**src/rtl/response_router_pkg.sv**
```systemverilog
// Shared constants for the response return path: port IDs and the tag width.
package response_router_pkg;

    localparam int unsigned TAG_W     = 2;
    localparam int unsigned ID_W      = 2;
    localparam int unsigned NUM_LANES = 3;
    localparam int unsigned NUM_PORTS = 3;

    typedef logic [ID_W-1:0] port_id_t;

    localparam port_id_t PORT_ID_INVALID = ID_W'(0);
    localparam port_id_t PORT_ID_1       = ID_W'(1);
    localparam port_id_t PORT_ID_2       = ID_W'(2);
    localparam port_id_t PORT_ID_3       = ID_W'(3);

endpackage

```
**src/rtl/resp_fifo.sv**
```systemverilog
// Show-ahead FIFO: the head entry is presented from storage, and reads zero when empty.
module resp_fifo #(
    parameter int unsigned WIDTH = 10,
    parameter int unsigned DEPTH = 2
) (
    input  logic             clk,
    input  logic             rst_n,
    input  logic             push,
    input  logic [WIDTH-1:0] push_data,
    input  logic             pop,
    output logic [WIDTH-1:0] head_c,
    output logic             empty_c,
    output logic             overflow_c
);

    localparam int unsigned AW = $clog2(DEPTH);
    localparam int unsigned CW = $clog2(DEPTH) + 1;

    logic [WIDTH-1:0] mem [DEPTH];
    logic [AW-1:0]    wr_ptr;
    logic [AW-1:0]    rd_ptr;
    logic [CW-1:0]    count;
    logic             full;
    logic             do_push;
    logic             do_pop;

    assign empty_c    = (count == '0);
    assign full       = (count == CW'(DEPTH));
    assign do_pop     = pop && !empty_c;
    // A pop in the same cycle frees the slot, so a full FIFO still accepts the push.
    assign do_push    = push && (!full || do_pop);
    assign overflow_c = push && full && !do_pop;
    assign head_c     = empty_c ? '0 : mem[rd_ptr];

    always_ff @(posedge clk) begin
        if (do_push) begin
            mem[wr_ptr] <= push_data;
        end
    end

    always_ff @(posedge clk or negedge rst_n) begin
        if (!rst_n) begin
            wr_ptr <= '0;
            rd_ptr <= '0;
            count  <= '0;
        end else begin
            if (do_push) begin
                wr_ptr <= wr_ptr + AW'(1);
            end
            if (do_pop) begin
                rd_ptr <= rd_ptr + AW'(1);
            end
            if (do_push && !do_pop) begin
                count <= count + CW'(1);
            end else if (do_pop && !do_push) begin
                count <= count - CW'(1);
            end
        end
    end

endmodule

```
**src/rtl/response_router.sv**
```systemverilog
// Steers up to three memory response lanes back to their originating client ports,
// buffering each port in its own FIFO and recording sticky error flags.
module response_router
    import response_router_pkg::*;
#(
    parameter int unsigned WIDTH = 8,
    parameter int unsigned DEPTH = 2
) (
    input  logic             clk,
    input  logic             rst_n,
    input  logic [WIDTH-1:0] lane1_in,
    input  logic [ID_W-1:0]  lane1_id,
    input  logic [TAG_W-1:0] lane1_req_tag_in,
    input  logic             lane1_in_valid,
    input  logic [WIDTH-1:0] lane2_in,
    input  logic [ID_W-1:0]  lane2_id,
    input  logic [TAG_W-1:0] lane2_req_tag_in,
    input  logic             lane2_in_valid,
    input  logic [WIDTH-1:0] lane3_in,
    input  logic [ID_W-1:0]  lane3_id,
    input  logic [TAG_W-1:0] lane3_req_tag_in,
    input  logic             lane3_in_valid,
    output logic [WIDTH-1:0] port1_out,
    output logic [TAG_W-1:0] port1_req_tag_out,
    output logic             port1_out_valid,
    input  logic             port1_out_ready,
    output logic [WIDTH-1:0] port2_out,
    output logic [TAG_W-1:0] port2_req_tag_out,
    output logic             port2_out_valid,
    input  logic             port2_out_ready,
    output logic [WIDTH-1:0] port3_out,
    output logic [TAG_W-1:0] port3_req_tag_out,
    output logic             port3_out_valid,
    input  logic             port3_out_ready,
    output logic [2:0]       err_overflow,
    output logic             err_collision,
    output logic             err_bad_id,
    input  logic             err_clr
);

    localparam int unsigned PW = WIDTH + TAG_W;

    logic [NUM_LANES-1:0] lane_valid;
    port_id_t             lane_id      [NUM_LANES];
    logic [PW-1:0]        lane_payload [NUM_LANES];

    logic [NUM_PORTS-1:0] push;
    logic [PW-1:0]        push_data [NUM_PORTS];
    logic [NUM_PORTS-1:0] port_ready;
    logic [NUM_PORTS-1:0] empty;
    logic [NUM_PORTS-1:0] overflow;
    logic [PW-1:0]        head [NUM_PORTS];
    logic                 bad_id_c;
    logic                 collision_c;

    assign lane_valid      = {lane3_in_valid, lane2_in_valid, lane1_in_valid};
    assign lane_id[0]      = lane1_id;
    assign lane_id[1]      = lane2_id;
    assign lane_id[2]      = lane3_id;
    assign lane_payload[0] = {lane1_req_tag_in, lane1_in};
    assign lane_payload[1] = {lane2_req_tag_in, lane2_in};
    assign lane_payload[2] = {lane3_req_tag_in, lane3_in};
    assign port_ready      = {port3_out_ready, port2_out_ready, port1_out_ready};

    // Lanes are scanned in ascending order, so the lowest lane claims a port first.
    always_comb begin
        push        = '0;
        bad_id_c    = 1'b0;
        collision_c = 1'b0;
        for (int p = 0; p < NUM_PORTS; p++) begin
            push_data[p] = '0;
        end
        for (int l = 0; l < NUM_LANES; l++) begin
            if (lane_valid[l]) begin
                if (lane_id[l] == PORT_ID_INVALID) begin
                    bad_id_c = 1'b1;
                end
                for (int p = 0; p < NUM_PORTS; p++) begin
                    if (lane_id[l] == port_id_t'(p + 1)) begin
                        if (push[p]) begin
                            collision_c = 1'b1;
                        end else begin
                            push[p]      = 1'b1;
                            push_data[p] = lane_payload[l];
                        end
                    end
                end
            end
        end
    end

    for (genvar p = 0; p < NUM_PORTS; p++) begin : g_fifo
        resp_fifo #(
            .WIDTH (PW),
            .DEPTH (DEPTH)
        ) u_fifo (
            .clk        (clk),
            .rst_n      (rst_n),
            .push       (push[p]),
            .push_data  (push_data[p]),
            .pop        (port_ready[p]),
            .head_c     (head[p]),
            .empty_c    (empty[p]),
            .overflow_c (overflow[p])
        );
    end

    assign port1_out         = head[0][WIDTH-1:0];
    assign port1_req_tag_out = head[0][PW-1:WIDTH];
    assign port1_out_valid   = !empty[0];
    assign port2_out         = head[1][WIDTH-1:0];
    assign port2_req_tag_out = head[1][PW-1:WIDTH];
    assign port2_out_valid   = !empty[1];
    assign port3_out         = head[2][WIDTH-1:0];
    assign port3_req_tag_out = head[2][PW-1:WIDTH];
    assign port3_out_valid   = !empty[2];

    // Sticky flags: a new event in the clearing cycle wins over the clear.
    always_ff @(posedge clk or negedge rst_n) begin
        if (!rst_n) begin
            err_overflow  <= '0;
            err_collision <= 1'b0;
            err_bad_id    <= 1'b0;
        end else begin
            err_overflow  <= (err_clr ? 3'b000 : err_overflow) | overflow;
            err_collision <= (err_clr ? 1'b0 : err_collision) | collision_c;
            err_bad_id    <= (err_clr ? 1'b0 : err_bad_id) | bad_id_c;
        end
    end

endmodule

```
**config.mk**
```make
export PLATFORM = sky130hd
export DESIGN_NAME = response_router
export DESIGN_NICKNAME = d
export VERILOG_FILES = /design/src/rtl/response_router_pkg.sv /design/src/rtl/resp_fifo.sv /design/src/rtl/response_router.sv
export SDC_FILE = /design/constraint.sdc
export NUM_CORES = 1
export LEC_CHECK = 0
export ABC_AREA = 1
export BUFFER_PORTS_ARGS = -buffer_cell sky130_fd_sc_hd__buf_2
export CAP_MARGIN = 30
export CORE_MARGIN = 2
export CORE_UTILIZATION = 50
export DETAILED_ROUTE_END_ITERATION = 8
export PLACE_DENSITY = 0.85
export SKIP_CTS_REPAIR_TIMING = 1
export SYNTH_ARGS = -nofsm -noshare
export SYNTH_HDL_FRONTEND = slang
export SYNTH_SLANG_ARGS = --single-unit
```
**constraint.sdc**
```tcl
create_clock -name clk -period 2.5 [get_ports clk]
set_input_delay 0.5 -clock clk [delete_from_list [all_inputs] [get_ports clk]]
set_output_delay 0.5 -clock clk [all_outputs]
set_load 0.02 [all_outputs]
```
* After elaboration in Yosys (flattened, before gate mapping)
Memories as Yosys holds them, arrays and structs flattened.
Cells that the tools add are included.
** Word-level totals
- RAM bits :: 60
- Input port bits :: 45
- Register bits :: 17
- Memories :: 3
- Output and inout bits :: 38
** Cells by class
- Reduce and logical (&&, ||, !) cells :: 42
- $add $sub $neg :: 12
- Equality and inequality tests :: 12
- Bitwise gates (word level) :: 3
- Multiplexer cells :: 69
** Memory list
- g_fifo[0].u_fifo.mem :: words 2, width 10, rd ports 1, clocked after memory_dff 0, write ports 1, line resp_fifo.sv:19 : logic [WIDTH-1:0] mem [DEPTH];
- g_fifo[1].u_fifo.mem :: words 2, width 10, rd ports 1, clocked after memory_dff 0, write ports 1, line resp_fifo.sv:19
- g_fifo[2].u_fifo.mem :: words 2, width 10, rd ports 1, clocked after memory_dff 0, write ports 1, line resp_fifo.sv:19
** Operators by type and width (count)
- $mux 10 :: 18
- $mux 30 :: 3
- $mux 1 :: 38
- $eq 2x2->1 const B :: 9
- $logic_and 1x1->1 :: 18
- $logic_not 1->1 :: 12
- $logic_not 2->1 :: 6
- $mux 2 :: 6
- $mux 3 :: 4
- $add 1x1->1 const B :: 6
- $add 2x1->2 const B :: 3
- $eq 2x1->1 const B :: 3
- $reduce_bool 2->1 :: 3
- $sub 2x1->2 const B :: 3
- $logic_or 1x1->1 :: 3
- $or 3x3->3 :: 1
- $or 1x1->1 :: 2

* Logic depth before layout (Yosys ltp)
Gate-level depths: netlist of run 1.
- Depth after elaboration :: 19
- Gate-level depth with buffers :: 11
- Depth with buffers taken out :: 10

* Cells and area by module
From an unflattened synthesis of run 1, not the netlist that was laid out.
** Unflattened totals
- Cells, all modules :: 481
- Area, all modules :: 4189.0 um2
** By module, submodules not included
- resp_fifo :: cells an instance 88, area an instance 1034.7 um2, instances 3, seq. area each 700.7 um2
- response_router :: cells an instance 217, area an instance 1084.8 um2, instances 1, seq. area each 125.1 um2

* Worst setup path before layout of run 1
Ideal clock, no wire load.
- Path kind :: in2reg
- Start :: input lane2_in_valid
- End :: memory g_fifo[2].u_fifo.mem[1][0] (enable)
- Library setup time :: 0.376 ns
- Data arrival time :: 1.522 ns
- Cell stages on the path :: 7
- Setup slack :: 0.602 ns
- Path through :: buf_2 nand3_1 nand2_1 nor2_1 inv_1 nand2_1 nor2_1
** On the way
- Word-level cells in the longest chain between the ends :: 6
** RTL lines
- from (decl) :: line response_router.sv:18 : input logic lane2_in_valid,
- $mux 3 (*) :: line response_router.sv:74 : if (lane_valid[l]) begin
- $mux 1 :: line response_router.sv:79 : if (lane_id[l] == port_id_t'(p + 1)) begin
- $mux 3 (*) :: line response_router.sv:74
- $logic_and 1x1->1 (*) :: line resp_fifo.sv:31 : assign do_push = push && (!full || do_pop);
- $mux 1 (*) :: line resp_fifo.sv:36 : if (do_push) begin
- $mux 1 (not written as such) (*) :: line resp_fifo.sv:37 : mem[wr_ptr] <= push_data;
- to (decl) :: line resp_fifo.sv:19
Every way passes the cells marked *; elsewhere a longest branch is shown, timed or not.

* Final worst setup path of run 1
- Start :: register g_fifo[1].u_fifo.rd_ptr
- End :: output port2_out[1]
** On the way
- Word-level cells in the longest chain between the ends :: 2
** RTL lines
- from (decl) :: line resp_fifo.sv:21 : logic [AW-1:0] rd_ptr;
- from (signal assigned) :: line resp_fifo.sv:51 : rd_ptr <= rd_ptr + AW'(1);
- $mem_v2 2x10
- $mux 10 :: line resp_fifo.sv:33 : assign head_c = empty_c ? '0 : mem[rd_ptr];
- to (decl) :: line response_router.sv:27 : output logic [WIDTH-1:0] port2_out,
Every way passes these cells.

==> qor.yml, run 1 <==
cts:
  cts_tree: "done"
  ctsLongestPathBuffers: 2
  path_clk_slew_ps: 70
  cts_buffers: 9
  numClockSinks: 77
  clk-insertion-delay-late_ps: 350
  cts_root_buf: "clkbuf_8"
  htree_levels: 3
logic_synthesis:
  synth.avg_cell_area_um2: 8.815
  synthCells: 443
  synth_area_um2: 3905
  synth_flop_cell: "edfxtp_1"
  ys_warn_count: 0
  synth_seq_cells: 77
  synth_seq_area_share: 0.5703
  syn-num-nets: 491
  synthArstFlopShare: 0.2208
  synth_cell_types: 23
  synth_edf_count: 60
sta:
  finalSetupViolCount: 0
  finalHoldViolCount: 0
  fmax_ghz: 0.4559
  tightest_slew_ps: 487.0
  finalSetupTns_ps: 0
  period_share: 0.8774
  fin_worst_skew_ps: 6.851
  rsz0062_at_grt: "no"
  fin_crit_ps: 2194
  setup_ws_ps: 306.4
  relSlewSlack: 0.6743
  slew_viol_final: 0
place:
  place_ws_ps: 385.6
  hpwl_mm: 7.179
  port_buffers: 82
  gp_congestion: 0.9690
pwr:
  p_leak_nw: 2.169
  ir_drop_v: 0.0003956
  p_seq_frac: 0.399
  intPower_w: 0.002867
  combPwrFrac: 0.393
  p_clk_frac: 0.208
  sw_frac_of_total: 0.3934
  p_per_area_nw_per_um2: 1018
  netSwitchingPower_w: 0.001859
floorplan:
  die-area_um2: 8533
  num_rows: 32
  die_h_um: 92.38
  num_io_pins: 83
  die_x_um: 92.38
  start_util: 0.5106
  core_area_um2: 7647
setup_path:
  reg2reg_depth: 10
  required_ps: 2000
  crit_path_end_kind: "primary output"
  startpoint_type: "flop"
  path_class: "reg -> out"
  path_max_fanout: 11
  critPathArrivalTime_ps: 1690
global_routing:
  grt.overflow.total: 0
  first_global_vias: 3325
  antenna_found_initial: 0
  grt_pass1_wl_mm: 15.41
  grt_usage: 0.2325
  grt_start_max_net_pins: 23
flow_run:
  maxCapViolCount: 0
hold_path:
  hold_class: "in -> async"
routing:
  drt_wl_total_mm: 9.646
  wl_per_cell_um: 15.17
  num_vias: 3434
  drtIter0Drc: 346
  first_pass_iters: 5
  route.detailed.drc: 0
  vias_per_cell: 5.399
  postRouteAntennaNets: 0
finish:
  syn2layout_area_growth_pct: 18.94
  nFillCells: 628
  drive_gt1_frac: 0.2079
  diodes: 0
  fin_nets: 577
outcome:
  status: "finished clean"
[sequential cells by signal, indices dropped and copies added (netlist names)]
name	count
err_overflow	3
g_fifo.u_fifo.rd_ptr	3
g_fifo.u_fifo.count	6
g_fifo.u_fifo.mem	60
g_fifo.u_fifo.wr_ptr	3
err_collision	1
err_bad_id	1
[cell type report]
class / instances / area, um^2 / area share
clock inverter: 6 / 77.57 / 0.01670
tap: 102 / 127.6 / 0.02748
multi-input combinational: 305 / 1441 / 0.3103
inverter: 46 / 172.7 / 0.03718
clock buffer: 10 / 127.6 / 0.02748
timing repair buffer: 90 / 470.5 / 0.1013
sequential: 77 / 2227 / 0.4795
[critical path: stages (launching register included)]
cell and delay [ps]:
dfrtp_1 510, inv_1 350, nand2_1 130, a21oi_1 170, buf_2 190
[final timing paths]
| path | slack [ps] | to | from |
|---|---|---|---|
| min in group clk | 410 | err_collision$_DFF_PN0_ | lane3_in_valid |
| worst min-delay path | 70 | g_fifo[1].u_fifo.count[1]$_DFFE_PN0P_ | rst_n |
| worst max register to register | 610 | g_fifo[0].u_fifo.count[1]$_DFFE_PN0P_ | g_fifo[0].u_fifo.count[1]$_DFFE_PN0P_ |
| max in group asynchronous | 2140 | g_fifo[2].u_fifo.rd_ptr$_DFFE_PN0P_ | rst_n |
| worst max-delay path | 310 | port2_out[1] | g_fifo[1].u_fifo.rd_ptr$_DFFE_PN0P_ |
| worst min register to register | 470 | g_fifo[1].u_fifo.wr_ptr$_DFFE_PN0P_ | g_fifo[1].u_fifo.wr_ptr$_DFFE_PN0P_ |
[metal layers]
layer	track usage	part of all wire	up-vias
met2	0.3783	0.49	185
met4	0.1057	0.031	0
met1	0.3009	0.39	1578
met5	0	0	-
li1	-	-	1645
met3	0.04801	0.083	26
[cell usage in the layout (no fill, tap or decap), drive strengths merged]
cell type,n
nand2,160
buf,90
edfxtp,60
nand3,48
inv,44
a21oi,33
o21ai,20
dfrtp,17
nor2,17
clkbuf,10
o211ai,8
xnor2,6
clkinv,6
nand4,5
xor2,3
ha,3
bufinv,2
nor3,2
[through the flow]
step	cell area, um^2	power (W)	cells	utilization	hold slack (ps)
6_report	4644	0.004726	636	0.6073	68.57
4_1_cts	4644	0.004748	636	0.6073	79.19
5_1_grt	4644	0.005005	636	0.6073	92.27
3_3_place_gp	4439	0.003705	620	0.5805	443.2
3_5_place_dp	4439	0.003777	620	0.5805	461.3
2_1_floorplan	3905	0.003135	443	-	204.4
[synthesized netlist by cell type (3+ instances only)]
library cell,number,share of area
a21oi_1,33,0.042
buf_2,6,0.0077
clkbuf_1,9,0.0087
dfrtp_1,17,0.11
edfxtp_1,60,0.46
ha_1,3,0.0096
inv_1,44,0.042
nand2_1,159,0.15
nand3_1,45,0.058
nand4_1,5,0.0080
nor2_1,14,0.013
o211ai_1,8,0.015
o21ai_0,20,0.026
xnor2_1,6,0.013
xor2_1,3,0.0067
[kinds of logic after synthesis]
family | share of synthesized area
simple gates | 0.2560
fa+ha+maj | 0.009613
buf+inv | 0.06056
xor+xnor | 0.02019
flops | 0.5703
compound gates | 0.08331
[power groups by stage]
| stage | combinational (W) | clock, W | sequential, W |
|---|---|---|---|
| global placement | 0.00181 | 0 | 0.00190 |
| global route | 0.00204 | 0.00104 | 0.00193 |
| detailed placement | 0.00186 | 0 | 0.00191 |
| CTS | 0.00187 | 0.000990 | 0.00189 |
| floorplan | 0.00129 | 0 | 0.00184 |
| finish | 0.00186 | 0.000982 | 0.00189 |
Note: power is estimated with default switching activity, not from simulation.
==> run 2, diff against run 1 <==
--- a/config.mk
+++ b/config.mk
@@ -11,7 +11,7 @@
 export CORE_MARGIN = 2
 export CORE_UTILIZATION = 50
 export DETAILED_ROUTE_END_ITERATION = 8
-export PLACE_DENSITY = 0.85
+export PLACE_DENSITY = 0.8
 export SKIP_CTS_REPAIR_TIMING = 1
 export SYNTH_ARGS = -nofsm -noshare
 export SYNTH_HDL_FRONTEND = slang
==> qor.yml, run 2 (same netlist as run 1, synthesis figures left out) <==
outcome:
  status: "finished clean"
finish:
  syn2layout_area_growth_pct: 17.94
  fin_nets: 577
  largest_reg_flops: 60
  nFillCells: 672
  layout_commonest_cell: "nand2_1"
  stdcell_count: 636
  final_cell_mix: "nand2_1, buf_2, edfxtp_1"
  final_cell_area_um2: 4606
  reg_top3: "g_fifo.u_fifo.mem: 60 flops, g_fifo.u_fifo.count: 6 flops"
  top_register: "g_fifo.u_fifo.mem"
  drive_gt1_frac: 0.2079
  diodes: 0
floorplan:
  start_util: 0.5106
  core_area_um2: 7647
  die_x_um: 92.38
  num_rows: 32
  num_io_pins: 83
  die_h_um: 92.38
  die-area_um2: 8533
cts:
  path_clk_slew_ps: 80
  clk-insertion-delay-late_ps: 350
  cts_tree: "done"
  numClockSinks: 77
  ctsLongestPathBuffers: 2
  cts_root_buf: "clkbuf_8"
  cts_buffers: 9
  htree_levels: 3
sta:
  period_share: 0.8713
  finalSetupTns_ps: 0
  finalSetupViolCount: 0
  tightest_slew_ps: 487.5
  fin_worst_skew_ps: 6.638
  rsz0062_at_grt: "no"
  relSlewSlack: 0.6739
  fmax_ghz: 0.4591
  slew_viol_final: 0
  setup_ws_ps: 321.8
  fin_crit_ps: 2178
  finalHoldViolCount: 0
setup_path:
  critPathArrivalTime_ps: 1680
  required_ps: 2000
  path_max_fanout: 11
  r2r_start: "g_fifo[0].u_fifo.count[1]$_DFFE_PN0P_"
  r2r-end: "g_fifo[0].u_fifo.count[1]$_DFFE_PN0P_"
  cp-endpoint: "port1_out[6]"
  path_class: "reg -> out"
  regToRegSetupSlack_ps: 470
  reg2reg_depth: 10
  cp-startpoint: "g_fifo[0].u_fifo.rd_ptr$_DFFE_PN0P_"
  startpoint_type: "flop"
  crit_path_end_kind: "primary output"
pwr:
  netSwitchingPower_w: 0.001892
  combPwrFrac: 0.408
  p_clk_frac: 0.176
  intPower_w: 0.002671
  sw_frac_of_total: 0.4146
  ir_drop_v: 0.0003680
  p_seq_frac: 0.415
  p_per_area_nw_per_um2: 990.7
  p_leak_nw: 2.137
place:
  place_ws_ps: 383.5
  gp_congestion: 0.9141
  hpwl_mm: 6.965
  port_buffers: 82
  dp.cells: 620
  placed_cell_area_um2: 4439
routing:
  drt_wl_total_mm: 9.309
  postRouteAntennaNets: 0
  route.detailed.drc: 0
  drtIter0Drc: 398
  num_vias: 3400
  wl_per_cell_um: 14.64
  first_pass_iters: 5
  vias_per_cell: 5.346
global_routing:
  grt_pass1_wl_mm: 14.72
  grt_start_max_net_pins: 23
  first_global_vias: 3098
  antenna_found_initial: 0
  grt_usage: 0.2277
  grt.overflow.total: 0
flow_run:
  maxCapViolCount: 0
hold_path:
  hold_class: "in -> async"
==> run 2: worst max-delay path, cell delays in order, from the launching register on <==
cell and delay, ps:
dfrtp_1 520, inv_1 350, nand2_1 100, a21oi_1 170, buf_2 190
==> run 2: routing by layer <==
metal / up-vias / global-route usage / routed length (um)
met3: 28 / 0.03580 / 690
met4: 0 / 0.1418 / 394
met2: 171 / 0.3443 / 4377
met1: 1562 / 0.3093 / 3847
met5: - / 0 / 0
li1: 1639 / - / -
==> run 2: through the flow <==
stage,utilization,hold WS (ps),total power (W)
2_1_floorplan,-,204.4,0.003135
3_3_place_gp,0.5805,453.5,0.003701
3_5_place_dp,0.5805,459.7,0.003771
4_1_cts,0.6023,81.61,0.004572
5_1_grt,0.6023,96.28,0.004827
6_report,0.6023,74.98,0.004563
==> run 2: layout make-up <==
class | count | area, um^2 | area share
clock buffers | 10 | 127.6 | 0.02771
clock inverters | 6 | 38.79 | 0.008422
inverters | 46 | 172.7 | 0.03749
multi-input cells | 305 | 1441 | 0.3130
flip-flops and latches | 77 | 2227 | 0.4836
well taps | 102 | 127.6 | 0.02771
repair buffers | 90 | 470.5 | 0.1021
==> run 2: worst min-delay path by stage <==
stage / start / endpoint / slack [ps]
floorplan: rst_n / err_bad_id$_DFF_PN0_ / 200
CTS: rst_n / g_fifo[2].u_fifo.count[0]$_DFFE_PN0P_ / 80
global placement: rst_n / g_fifo[2].u_fifo.count[0]$_DFFE_PN0P_ / 450
detailed placement: rst_n / err_bad_id$_DFF_PN0_ / 460
finish: rst_n / g_fifo[2].u_fifo.count[0]$_DFFE_PN0P_ / 70
global route: rst_n / g_fifo[2].u_fifo.count[0]$_DFFE_PN0P_ / 100
==> run 2: power by group through the flow <==
| stage | clock network (W) | registers, W | logic (W) |
|---|---|---|---|
| global route | 0.000859 | 0.00193 | 0.00204 |
| detailed placement | 0 | 0.00192 | 0.00185 |
| global placement | 0 | 0.00190 | 0.00180 |
| CTS | 0.000814 | 0.00189 | 0.00187 |
| finish | 0.000805 | 0.00189 | 0.00186 |
| floorplan | 0 | 0.00184 | 0.00129 |
